**src/rtl/estimador_loop_ctrl.sv**
```systemverilog
// ============================================================================
// Module : estimador_loop_ctrl
// Brief  : Loop flow-control core plus a 3-input word selector.
//          ESTIMADOR_LOOP_CTRL_MUX_REG_EN registers the selector output.
// Rev    : 1.0
// ============================================================================
`default_nettype none

module estimador_loop_ctrl #(
    parameter int DIN_WIDTH = 32,
    parameter int SEL_WIDTH = 2
) (
    input  logic                 ap_clk,
    input  logic                 ap_rst,
    input  logic                 ap_start,
    output logic                 ap_ready,
    output logic                 ap_done,
    output logic                 ap_start_int,
    output logic                 ap_loop_init,
    input  logic                 ap_ready_int,
    input  logic                 ap_loop_exit_ready,
    input  logic                 ap_loop_exit_done,
    output logic                 ap_continue_int,
    input  logic [DIN_WIDTH-1:0] din0,
    input  logic [DIN_WIDTH-1:0] din1,
    input  logic [DIN_WIDTH-1:0] din2,
    input  logic [SEL_WIDTH-1:0] sel,
    output logic [DIN_WIDTH-1:0] dout
);

    logic                 r_loop_init;
    logic                 r_done_cache;
    logic [DIN_WIDTH-1:0] w_stage1;
    logic [DIN_WIDTH-1:0] w_mux;

    assign ap_start_int    = ap_start;
    assign ap_continue_int = 1'b1;
    assign ap_ready        = ap_loop_exit_ready;
    assign ap_loop_init    = r_loop_init;

    // Exit takes priority so the next run starts with init asserted again.
    always_ff @(posedge ap_clk or posedge ap_rst) begin
        if (ap_rst) begin
            r_loop_init <= 1'b1;
        end else if (ap_loop_exit_ready) begin
            r_loop_init <= 1'b1;
        end else if (ap_ready_int) begin
            r_loop_init <= 1'b0;
        end
    end

    always_ff @(posedge ap_clk or posedge ap_rst) begin
        if (ap_rst) begin
            r_done_cache <= 1'b0;
        end else if (ap_loop_exit_done) begin
            r_done_cache <= 1'b1;
        end else if (ap_start_int) begin
            r_done_cache <= 1'b0;
        end
    end

    assign ap_done = (!ap_loop_exit_done && !ap_start_int) ? r_done_cache
                                                           : ap_loop_exit_done;

    // Two-stage decode: sel[0] picks within the low pair, sel[1] selects din2.
    assign w_stage1 = sel[0] ? din1 : din0;
    assign w_mux    = sel[1] ? din2 : w_stage1;

`ifdef ESTIMADOR_LOOP_CTRL_MUX_REG_EN
    logic [DIN_WIDTH-1:0] r_dout;

    always_ff @(posedge ap_clk or posedge ap_rst) begin
        if (ap_rst) begin
            r_dout <= '0;
        end else begin
            r_dout <= w_mux;
        end
    end

    assign dout = r_dout;
`else
    assign dout = w_mux;
`endif

endmodule

`default_nettype wire

```
**config.mk**
```make
export PLATFORM = sky130hd
export DESIGN_NAME = estimador_loop_ctrl
export DESIGN_NICKNAME = d
export VERILOG_FILES = /design/src/rtl/estimador_loop_ctrl.sv
export SDC_FILE = /design/constraint.sdc
export NUM_CORES = 1
export LEC_CHECK = 0
export CAP_MARGIN = 20
export CORE_MARGIN = 10
export CORE_UTILIZATION = 21
export DETAILED_ROUTE_END_ITERATION = 12
export PLACE_DENSITY = 0.8
export SYNTH_ARGS = -nofsm -noshare
export SYNTH_HDL_FRONTEND = slang
export SYNTH_SLANG_ARGS = --single-unit
export TNS_END_PERCENT = 1
```
**constraint.sdc**
```tcl
create_clock -name ap_clk -period 1.1 [get_ports ap_clk]
set_input_delay 0.22 -clock ap_clk [delete_from_list [all_inputs] [get_ports ap_clk]]
set_output_delay 0.22 -clock ap_clk [all_outputs]
set_load 0.05 [all_outputs]
```
# Word level (Yosys, flattened, before mapping)
# Index checks and enable logic that the tools add are counted.
[totals] wordCells=14 out_inout_bits=37 regBits=2
[classes] n_mux=7 reduce_logical=5
[op_table] operator="two-way mux 32 bit" n=2
[op_table] operator="two-way mux 1 bit" n=5
[op_table] operator="nonzero test 2 bit" n=2
[op_table] operator="logical NOT 1 bit" n=2
[op_table] operator="logical AND 1 bit" n=1

# Logic depth before layout (Yosys ltp)
# Gate-level depths: netlist of run 1.
[logic_depth] ltp_word=3 depth_mapped=4 depth_no_buf=2

# Worst setup path after synthesis of run 1
# No wires, ideal clock.
[synth_timing] path_type="input to output" startpoint="input port sel[0]" endpoint="output port dout[30]" slack_ps=-664 arrival_time_ps=1544 t_required_ps=880 cell_stages=3 path_cell_list="buf_6 mux2i_1 o21ai_0"
[synth_via] elab_chain_cells=2
[synth_rtl] element="start: declaration" line="27" source="input logic [SEL_WIDTH-1:0] sel,"
[synth_rtl] element="two-way mux 32 bit" line="66" source="assign w_stage1 = sel[0] ? din1 : din0;"
[synth_rtl] element="two-way mux 32 bit" line="67" source="assign w_mux = sel[1] ? din2 : w_stage1;"
[synth_rtl] element="end: declaration" line="28" source="output logic [DIN_WIDTH-1:0] dout"
# No other way between the ends.

# Final worst setup path of run 1
[layout_timing] startpoint="input port din2[27]" endpoint="output port dout[27]"
[layout_via] elab_chain_cells=1
[layout_rtl] element="start: declaration" line="26" source="input logic [DIN_WIDTH-1:0] din2,"
[layout_rtl] element="two-way mux 32 bit" line="67"
# No other way between the ends.

==> results of run 1 <==
## cell usage after synthesis
cell	n
o21ai_0	2
a21o_1	2
mux2i_1	32
inv_1	3
dfstp_2	1
buf_12	3
conb_1	1
o21ai_1	28
o21ai_2	2
buf_2	7
buf_6	1
buf_4	3
dfrtp_1	1
nand2_1	32
## critical path, delay by kind of cell
| family | cells | cell delay [ns] |
|---|---|---|
| AO/OA/AOI/OAI | 1 | 0.07 |
| buffers and inverters | 2 | 0.67 |
| AND/OR/NAND/NOR | 1 | 0.08 |
## layout make-up
type / count / share of cell area
well taps: 48 / 0.0177
clock buffers: 4 / 0.0133
diodes: 2 / 0.00147
inverters: 3 / 0.00332
repair buffers: 150 / 0.543
multi-input cells: 99 / 0.406
flip-flops and latches: 2 / 0.0151
## routing by layer
layer / vias up / part of all wire / track usage
met5: - / 0 / 0
met4: 0 / 0.057 / 0.0340
met3: 38 / 0.11 / 0.0745
met2: 121 / 0.52 / 0.419
met1: 725 / 0.31 / 0.216
li1: 688 / - / -
## final timing paths
| kind | slack [ns] | to |
|---|---|---|
| hold / removal | 0.21 | r_done_cache |
| setup / recovery | -0.17 | dout[27] |
| setup reg to reg | 0.16 | r_done_cache |
| max in group asynchronous | 0.69 | ap_loop_init |
| hold reg to reg | 0.57 | ap_loop_init |
| min in group ap_clk | 0.50 | ap_loop_init |
## through the flow
stage | TNS [ns] | hold WS [ns] | cell area [um2] | utilization
after global routing | -4.66 | 0.199 | 3400 | 0.914
after global placement | -7.46 | 0.375 | 2960 | 0.796
final | -4.01 | 0.210 | 3400 | 0.914
after detailed placement | -8.12 | 0.397 | 2960 | 0.796
after floorplan | -2.86 | -0.0395 | 1190 | -
after CTS | -3.54 | 0.179 | 3320 | 0.893
## sequential cells by signal, summed over array words and instances, names as in the netlist
name	cells
ap_loop_init	1
r_done_cache	1
## power breakdown
| part | switching, mW | internal, mW | leakage (nW) |
|---|---|---|---|
| logic | 1.00 | 0.980 | 1.41 |
| registers | 0.00495 | 0.0812 | 0.0213 |
| clock network | 0.0713 | 0.247 | 0.0228 |
| total | 1.08 | 1.31 | 1.45 |
## cells by family after synthesis
| family | Yosys count | synth area share |
|---|---|---|
| compound gates | 34 | 0.223 |
| mux | 32 | 0.391 |
| other cells | 1 | 0.00458 |
| simple gates | 32 | 0.147 |
| buf+inv | 17 | 0.171 |
| flops | 2 | 0.0627 |
## repair_timing
item | CTS | global route
buffers inserted | 1 | 0
hold endpoints to repair | 0 | 0
pin swaps | 30 | 6
resized for setup | 173 | 21
endpoints found under the setup margin | 36 | 34
gates cloned | 0 | 0
==> summary.md, run 1 <==
| Metric | Value |
|---|---|
| Ranking of synthesized cells by area | mux2i_1, o21ai_1, nand2_1, buf_12, buf_2 |
| Peak supply drop | ~0.47 mV |
| Max Clock Skew | 0 ns |
| Avg Cell Area, Syn | slightly below 7 um2 |
| Max Slew Vio Count | 0 |
| WP data arrival | approximately 1.1 ns |
| PortBufs | between 100 and 150 |
| Grt ovf | 0 |
| Nets | 363 |
| CTS Sinks | 2 |
| Yosys cell types | 14 |
| Top cell type's share of synthesized area | 0.391 |
| Skew-Pair Late Insertion Delay | 0.21 ns |
| Overall Global Routing Usage | 0.215 |
| RSZ-0062 raised after global routing | true |
| Tot Pwr | 2.39 mW |
| Global placer's final weighted congestion | approximately 0.78 |
| Post-detail-place hpwl | about 5.1 mm |
| Die W | 82.4 um |
| FMAX | 0.786 GHz |
| Finished Layout Cells | just over 300 |
| Slowest stage delay, CP | between 0.5 and 0.6 ns |
| Tcrit/Tclk final | 1.16 |
| Fin crit period | ~1.3 ns |
| CTS tree | built |
| Routed wire per std cell | between 20 and 30 um |
| Reg2reg path depth | 3 |
| Largest net degree at the start of global routing | 23 |
| Initial Utilization | 0.220 |
| Clock transition at path regs | ~0.030 ns |
| Clock tree buffer depth | 2 |
| Hold_buf cts | 0 |
| Total core area | between 0.003 and 0.004 mm2 |
| Drt drc | 0 |
| Vias | about 1600 |
| Syn_nets | around 220 |
| CP startpoint kind | input pin |
| Most frequent cells in the layout | dlygate4sd2_1, buf_12, o21ai_4 |
| Area growth, synth to finish | 315% |
| Worst setup EP type | primary output |
| Crit path from | din2[27] |
| IO Pins | ~140 |
| TritonCTS buffer count | 3 |
| Reg2Reg Launch Point | r_done_cache |
| # Max-Cap Violations | 0 |
| Pre-antenna DRT Iters | 4 |
| Die Area | about 0.0068 mm2 |
| Synthesis-stage register bit count | 2 |
| Register Area | 51.3 um2 |
| Crit-path cells | clkdlybuf4s50_1 -> nand2_2 -> o21ai_4 -> buf_12 |
| Hold Crit Class | input pin to asynchronous set/reset pin |
| Cell taking the most area after synthesis | mux2i_1 |
| Dpl ws | -0.281 ns |
| Power density over the cells | 703 mW/mm2 |
| First-pass GRT wire length | 10.8 mm |
| Mapped Cells | approximately 120 |
| Synthesis warning total | 0 |
| CP required | ~0.88 ns |
| WS Path Type | input pin to primary output |
| Placed Cells | approximately 300 |
| Initial antenna violation count | 1 |
| Most common cell after layout, fill and taps aside | dlygate4sd2_1 |
| H-Tree Depth | 1 |
| DR vias/cell | ~5.1 |
| Final WS setup | -0.171 ns |
| Number of global-route vias before repair | around 1700 |
| Pleak | 1.45 nW |
| Root buffer cell | clkbuf_8 |
| Cell Rows | 22 |
| Final-layout fill cell count | 131 |
| Final Setup Violations | 34 |
| Multi-input gate area | approximately 0.0014 mm2 |
| Antenna-violating nets left | 0 |
| Layout cell share with drive strength beyond 1 | 0.574 |
| Failing checks | negative setup slack |
| Overall routed net length | slightly above 8 mm |
| Share of the yosys chip area belonging to registers | 0.0627 |
| Final hold violations | 0 |
| First DRT Iteration DRCs | 66 |
| Crit-path slowest cell | clkdlybuf4s50_1 |
| Status | complete, but fails checks |
| Synthesized cell area | approximately 820 um2 |
| Die H | 82.4 um |
| CP Max Fanout | 1 |
Power figures use the tool's default switching activity.
==> run 2, diff against run 1 <==
--- a/config.mk
+++ b/config.mk
@@ -9,7 +9,7 @@
 export CORE_MARGIN = 10
 export CORE_UTILIZATION = 21
 export DETAILED_ROUTE_END_ITERATION = 12
-export PLACE_DENSITY = 0.8
+export PLACE_DENSITY_LB_ADDON = 0.15
 export SYNTH_ARGS = -nofsm -noshare
 export SYNTH_HDL_FRONTEND = slang
 export SYNTH_SLANG_ARGS = --single-unit
==> summary.md, run 2 (synthesis gave the netlist of run 1 again) <==
| Metric | Value |
|---|---|
| Dpl ws | -0.269 ns |
| CTS Sinks | 2 |
| Final Setup Violations | 34 |
| Initial antenna violation count | 3 |
| Peak supply drop | 0.828 mV |
| WS Path Type | input pin to primary output |
| Grt ovf | 0 |
| Hold Worst Slack | ~0.21 ns |
| Overall routed net length | 8.83 mm |
| First-pass GRT wire length | slightly below 10 mm |
| PortBufs | approximately 140 |
| Final hold violations | 0 |
| WP data arrival | 1.11 ns |
| Antenna-violating nets left | 0 |
| Die H | ~80 um |
| FMAX | about 0.75 GHz |
| Total core area | approximately 0.0037 mm2 |
| Clock transition at path regs | about 0.030 ns |
| Power density over the cells | around 700 mW/mm2 |
| Pleak | around 1.5 nW |
| IO Pins | ~140 |
| Most frequent cells in the layout | dlygate4sd2_1, buf_12, o21ai_4 |
| Tot Pwr | 2.45 mW |
| Die Area | approximately 0.0068 mm2 |
| CP Max Fanout | 5 |
| Layout cell share with drive strength beyond 1 | 0.564 |
| Fin crit period | 1.33 ns |
| CP startpoint kind | input pin |
| Placement Cell Area | a little under 0.003 mm2 |
| Register Area | ~51 um2 |
| DR vias/cell | between 5 and 6 |
| Vias | 1574 |
| Nets | 364 |
| # Max-Cap Violations | 0 |
| Max Slew Vio Count | 0 |
| Setup bufs post-CTS | 0 |
| Max Clock Skew | 0 ns |
| Root buffer cell | clkbuf_8 |
| First DRT Iteration DRCs | 36 |
| Most common cell after layout, fill and taps aside | dlygate4sd2_1 |
| Pre-antenna DRT Iters | 4 |
| Failing checks | negative setup slack |
| Die W | 82.4 um |
| Post-detail-place hpwl | 4.86 mm |
| Initial Utilization | 0.220 |
| CP required | 0.88 ns |
| Skew-Pair Late Insertion Delay | approximately 0.21 ns |
| Multi-input gate area | 0.00141 mm2 |
| CTS tree | built |
| Routed wire per std cell | around 28 um |
| Worst setup EP type | primary output |
| Global placer's final weighted congestion | slightly above 0.7 |
| Cell Rows | 22 |
| H-Tree Depth | 1 |
| Design Area, Final | around 0.0035 mm2 |
| Clock tree buffer depth | 2 |
| TritonCTS buffer count | 3 |
| Tcrit/Tclk final | 1.21 |
| Status | complete, but fails checks |
| Area growth, synth to finish | 326% |
| Largest net degree at the start of global routing | 18 |
| Number of global-route vias before repair | between 1500 and 2000 |
| Final-layout fill cell count | between 100 and 150 |
| Overall Global Routing Usage | 0.191 |
| Drt drc | 0 |
| Hold Crit Class | input pin to asynchronous set/reset pin |
| RSZ-0062 raised after global routing | true |
| Final WS setup | -0.234 ns |
-- run 2: cell count changes in the layout (fill, tap and decap cells not counted), sizes merged --
cell,before,now
diode,2,5
clkdlybuf4s50,9,18
buf,49,50
dlymetal6s2s,8,10
dlygate4sd2,84,73
-- run 2: area by class of cell --
type | count | area share
Sequential cell | 2 | 0.0147
Timing Repair Buffer | 151 | 0.545
Tap cell | 48 | 0.0172
Clock buffer | 4 | 0.0129
Inverter | 3 | 0.00323
Multi-Input combinational cell | 99 | 0.403
Antenna cell | 5 | 0.00359
-- run 2: final timing paths --
kind	start	endpoint	cells after the start	slack (ns)
max	sel[0]	dout[31]	5	-0.23
min	ap_rst	r_done_cache	2	0.21
max reg2reg	ap_loop_init	ap_loop_init	1	0.31
min reg2reg	ap_loop_init	ap_loop_init	1	0.58
max in group asynchronous	ap_rst	ap_loop_init	2	0.68
min in group ap_clk	ap_loop_exit_done	r_done_cache	2	0.47
-- run 2: repair_timing --
action                                  in CTS  in global routing
endpoints found under the setup margin      36                 34
endpoints found under the hold margin        0                  0
resized for setup                          147                 33
cloned                                       2                  0
pin swaps                                   33                 11
hold buffers                                 0                  0
-- run 2: metrics by stage --
step | cells | utilization | setup TNS, ns
6_report | 312 | 0.939 | -4.64
5_1_grt | 311 | 0.938 | -5.19
4_1_cts | 307 | 0.906 | -4.02
3_3_place_gp | 301 | 0.803 | -7.38
3_5_place_dp | 301 | 0.803 | -8.11
2_1_floorplan | 118 | - | -2.86
-- run 2: where the power goes --
group,leakage [nW],internal [mW],switching [mW]
sequential,0.0213,0.0812,0.00499
combinational,1.43,1.01,1.03
clock,0.0228,0.247,0.0686
-- run 2: critical path, cell delays in order --
cell     delay [ns]
buf_12         0.12
buf_12         0.14
mux2i_2        0.35
o21ai_4        0.12
buf_12         0.16
-- run 2: routing by layer --
metal,share of wire,track usage
met2,0.56,0.383
met4,0.042,0.0595
met3,0.087,0.0929
met5,0,0
met1,0.31,0.158
==> run 3, diff against run 2 <==
--- a/config.mk
+++ b/config.mk
@@ -10,6 +10,7 @@
 export CORE_UTILIZATION = 21
 export DETAILED_ROUTE_END_ITERATION = 12
 export PLACE_DENSITY_LB_ADDON = 0.15
+export REMOVE_ABC_BUFFERS = 1
 export SYNTH_ARGS = -nofsm -noshare
 export SYNTH_HDL_FRONTEND = slang
 export SYNTH_SLANG_ARGS = --single-unit
==> summary.md, run 3 (synthesis gave the netlist of run 1 again) <==
| Metric | Value |
|---|---|
| Die W | approximately 80 um |
| Largest net degree at the start of global routing | 17 |
| Design Area, Final | roughly 0.0029 mm2 |
| Drt drc | 0 |
| Pre-antenna DRT Iters | 4 |
| Antenna-violating nets left | 0 |
| # Max-Cap Violations | 0 |
| Nets | 364 |
| Met1 wire length | around 2.2 mm |
| Status | complete, but fails checks |
| Initial antenna violation count | 1 |
| Placed Cells | between 300 and 400 |
| Die H | approximately 82 um |
| Setup tns final | -2.66 ns |
| Total core area | 0.00372 mm2 |
| Cell mode on critical path | buf_12 |
| Stages on worst setup path | 5 |
| Most frequent cells in the layout | dlygate4sd2_1, buf_12, nand2_1, o21ai_2, mux2i_1 |
| Failing checks | negative setup slack |
| RSZ-0062 raised after global routing | true |
| Slowest stage delay, CP | 0.18 ns |
| Initial Utilization | 0.220 |
| Pleak | 1.43 nW |
| TritonCTS buffer count | 3 |
| Setup bufs post-CTS | 0 |
| Overall routed net length | between 6 and 7 mm |
| First-pass GRT wire length | approximately 8 mm |
| Die Area | between 0.006 and 0.007 mm2 |
| CP Max Fanout | 6 |
| Root buffer cell | clkbuf_8 |
| Global placer's final weighted congestion | just under 0.8 |
| Area growth, synth to finish | 250% |
| Number of buffers and inverters on the critical path | 3 |
| Vias | roughly 1400 |
| Clock transition at path regs | approximately 0.03 ns |
| Crit-path cells | buf_12 -> buf_12 -> mux2i_4 -> o21ai_2 -> buf_12 |
| WP data arrival | 1.01 ns |
| Crit-path slowest cell | mux2i_4 |
| Met3 WL | between 600 and 700 um |
| Peak supply drop | approximately 0.72 mV |
| Max Slew Vio Count | 0 |
| Crit path max-delay family | buffers and inverters |
| Final WS setup | -0.129 ns |
| Skew-Pair Late Insertion Delay | approximately 0.21 ns |
| PortBufs | 139 |
| First DRT Iteration DRCs | between 50 and 60 |
| Final-layout fill cell count | 270 |
| Top sig layer | met4 |
| Power density over the cells | 712 mW/mm2 |
| Placement Cell Area | ~0.0026 mm2 |
| Layout cell share with drive strength beyond 1 | 0.390 |
| Final hold violations | 0 |
| Overall Global Routing Usage | 0.158 |
| CP required | between 0.8 and 0.9 ns |
| WS Path Type | input pin to primary output |
| DR vias/cell | 4.63 |
| CTS Sinks | 2 |
| Fin crit period | ~1.2 ns |
| Post-detail-place hpwl | 4.94 mm |
| Number of global-route vias before repair | about 1500 |
| CP startpoint kind | input pin |
| Reg2reg path depth | 1 |
| Dpl ws | -0.356 ns |
| Most common cell after layout, fill and taps aside | dlygate4sd2_1 |
| Cell Rows | 22 |
| CTS tree | built |
| Worst setup EP type | primary output |
| Tcrit/Tclk final | 1.12 |
| Max Clock Skew | 0 ns |
| Routed met2 length | 3.14 mm |
| FMAX | 0.813 GHz |
| H-Tree Depth | 1 |
| IO Pins | roughly 140 |
| Hold Crit Class | input pin to asynchronous set/reset pin |
| Clock tree buffer depth | 2 |
| Final Setup Violations | 34 |
| Finished Layout Cells | ~300 |
| Routed wire per std cell | 19.7 um |
| Grt ovf | 0 |
==> run 3: cell count changes in the layout (fill, tap and decap cells not counted), sizes merged <==
| cell | before | now |
|---|---|---|
| clkdlybuf4s50 | 18 | 9 |
| diode | 5 | 1 |
| dlygate4sd2 | 73 | 84 |
| dlymetal6s2s | 10 | 8 |
==> run 3: stage by stage <==
stage | util | total power [mW] | hold WS [ns]
after floorplan | - | 0.644 | -0.0395
after global placement | 0.701 | 1.66 | 0.381
after detailed placement | 0.701 | 1.68 | 0.389
after CTS | 0.739 | 2.00 | 0.154
after global routing | 0.770 | 2.12 | 0.199
final | 0.770 | 2.04 | 0.168
==> run 3: final timing paths <==
| path | to | from | slack, ns |
|---|---|---|---|
| min in group ap_clk | r_done_cache | ap_loop_exit_done | 0.41 |
| hold reg to reg | r_done_cache | r_done_cache | 0.53 |
| max in group asynchronous | ap_loop_init | ap_rst | 0.72 |
| hold / removal | r_done_cache | ap_rst | 0.17 |
| setup / recovery | dout[2] | sel[0] | -0.13 |
| setup reg to reg | ap_loop_init | ap_loop_init | 0.35 |
==> run 3: cell type report <==
type | count | area [um2] | share of cell area
Sequential cell | 2 | 51.3 | 0.0179
Tap cell | 48 | 60.1 | 0.0210
Clock buffer | 4 | 45.0 | 0.0157
Antenna cell | 1 | 2.50 | 0.000875
Inverter | 3 | 11.3 | 0.00394
Multi-Input combinational cell | 99 | 813 | 0.284
Timing Repair Buffer | 151 | 1880 | 0.656
==> run 3: repair_timing <==
action / 4_1_cts / 5_1_grt
gates resized for setup: 125 / 36
pin swaps: 41 / 26
hold buffers: 0 / 0
gates cloned: 2 / 0
endpoints found under the setup margin: 36 / 34
==> run 3: metal layers <==
layer  global-route usage  up-vias
li1                     -      697
met1                0.166      640
met2                0.288       83
met3               0.0529        6
met4               0.0510        0
met5                    0        -
==> run 3: report_power, final <==
group          internal [mW]  leakage [nW]  switching [mW]
logic                  0.845          1.38           0.798
registers             0.0812        0.0213         0.00396
clock network          0.246        0.0228          0.0623
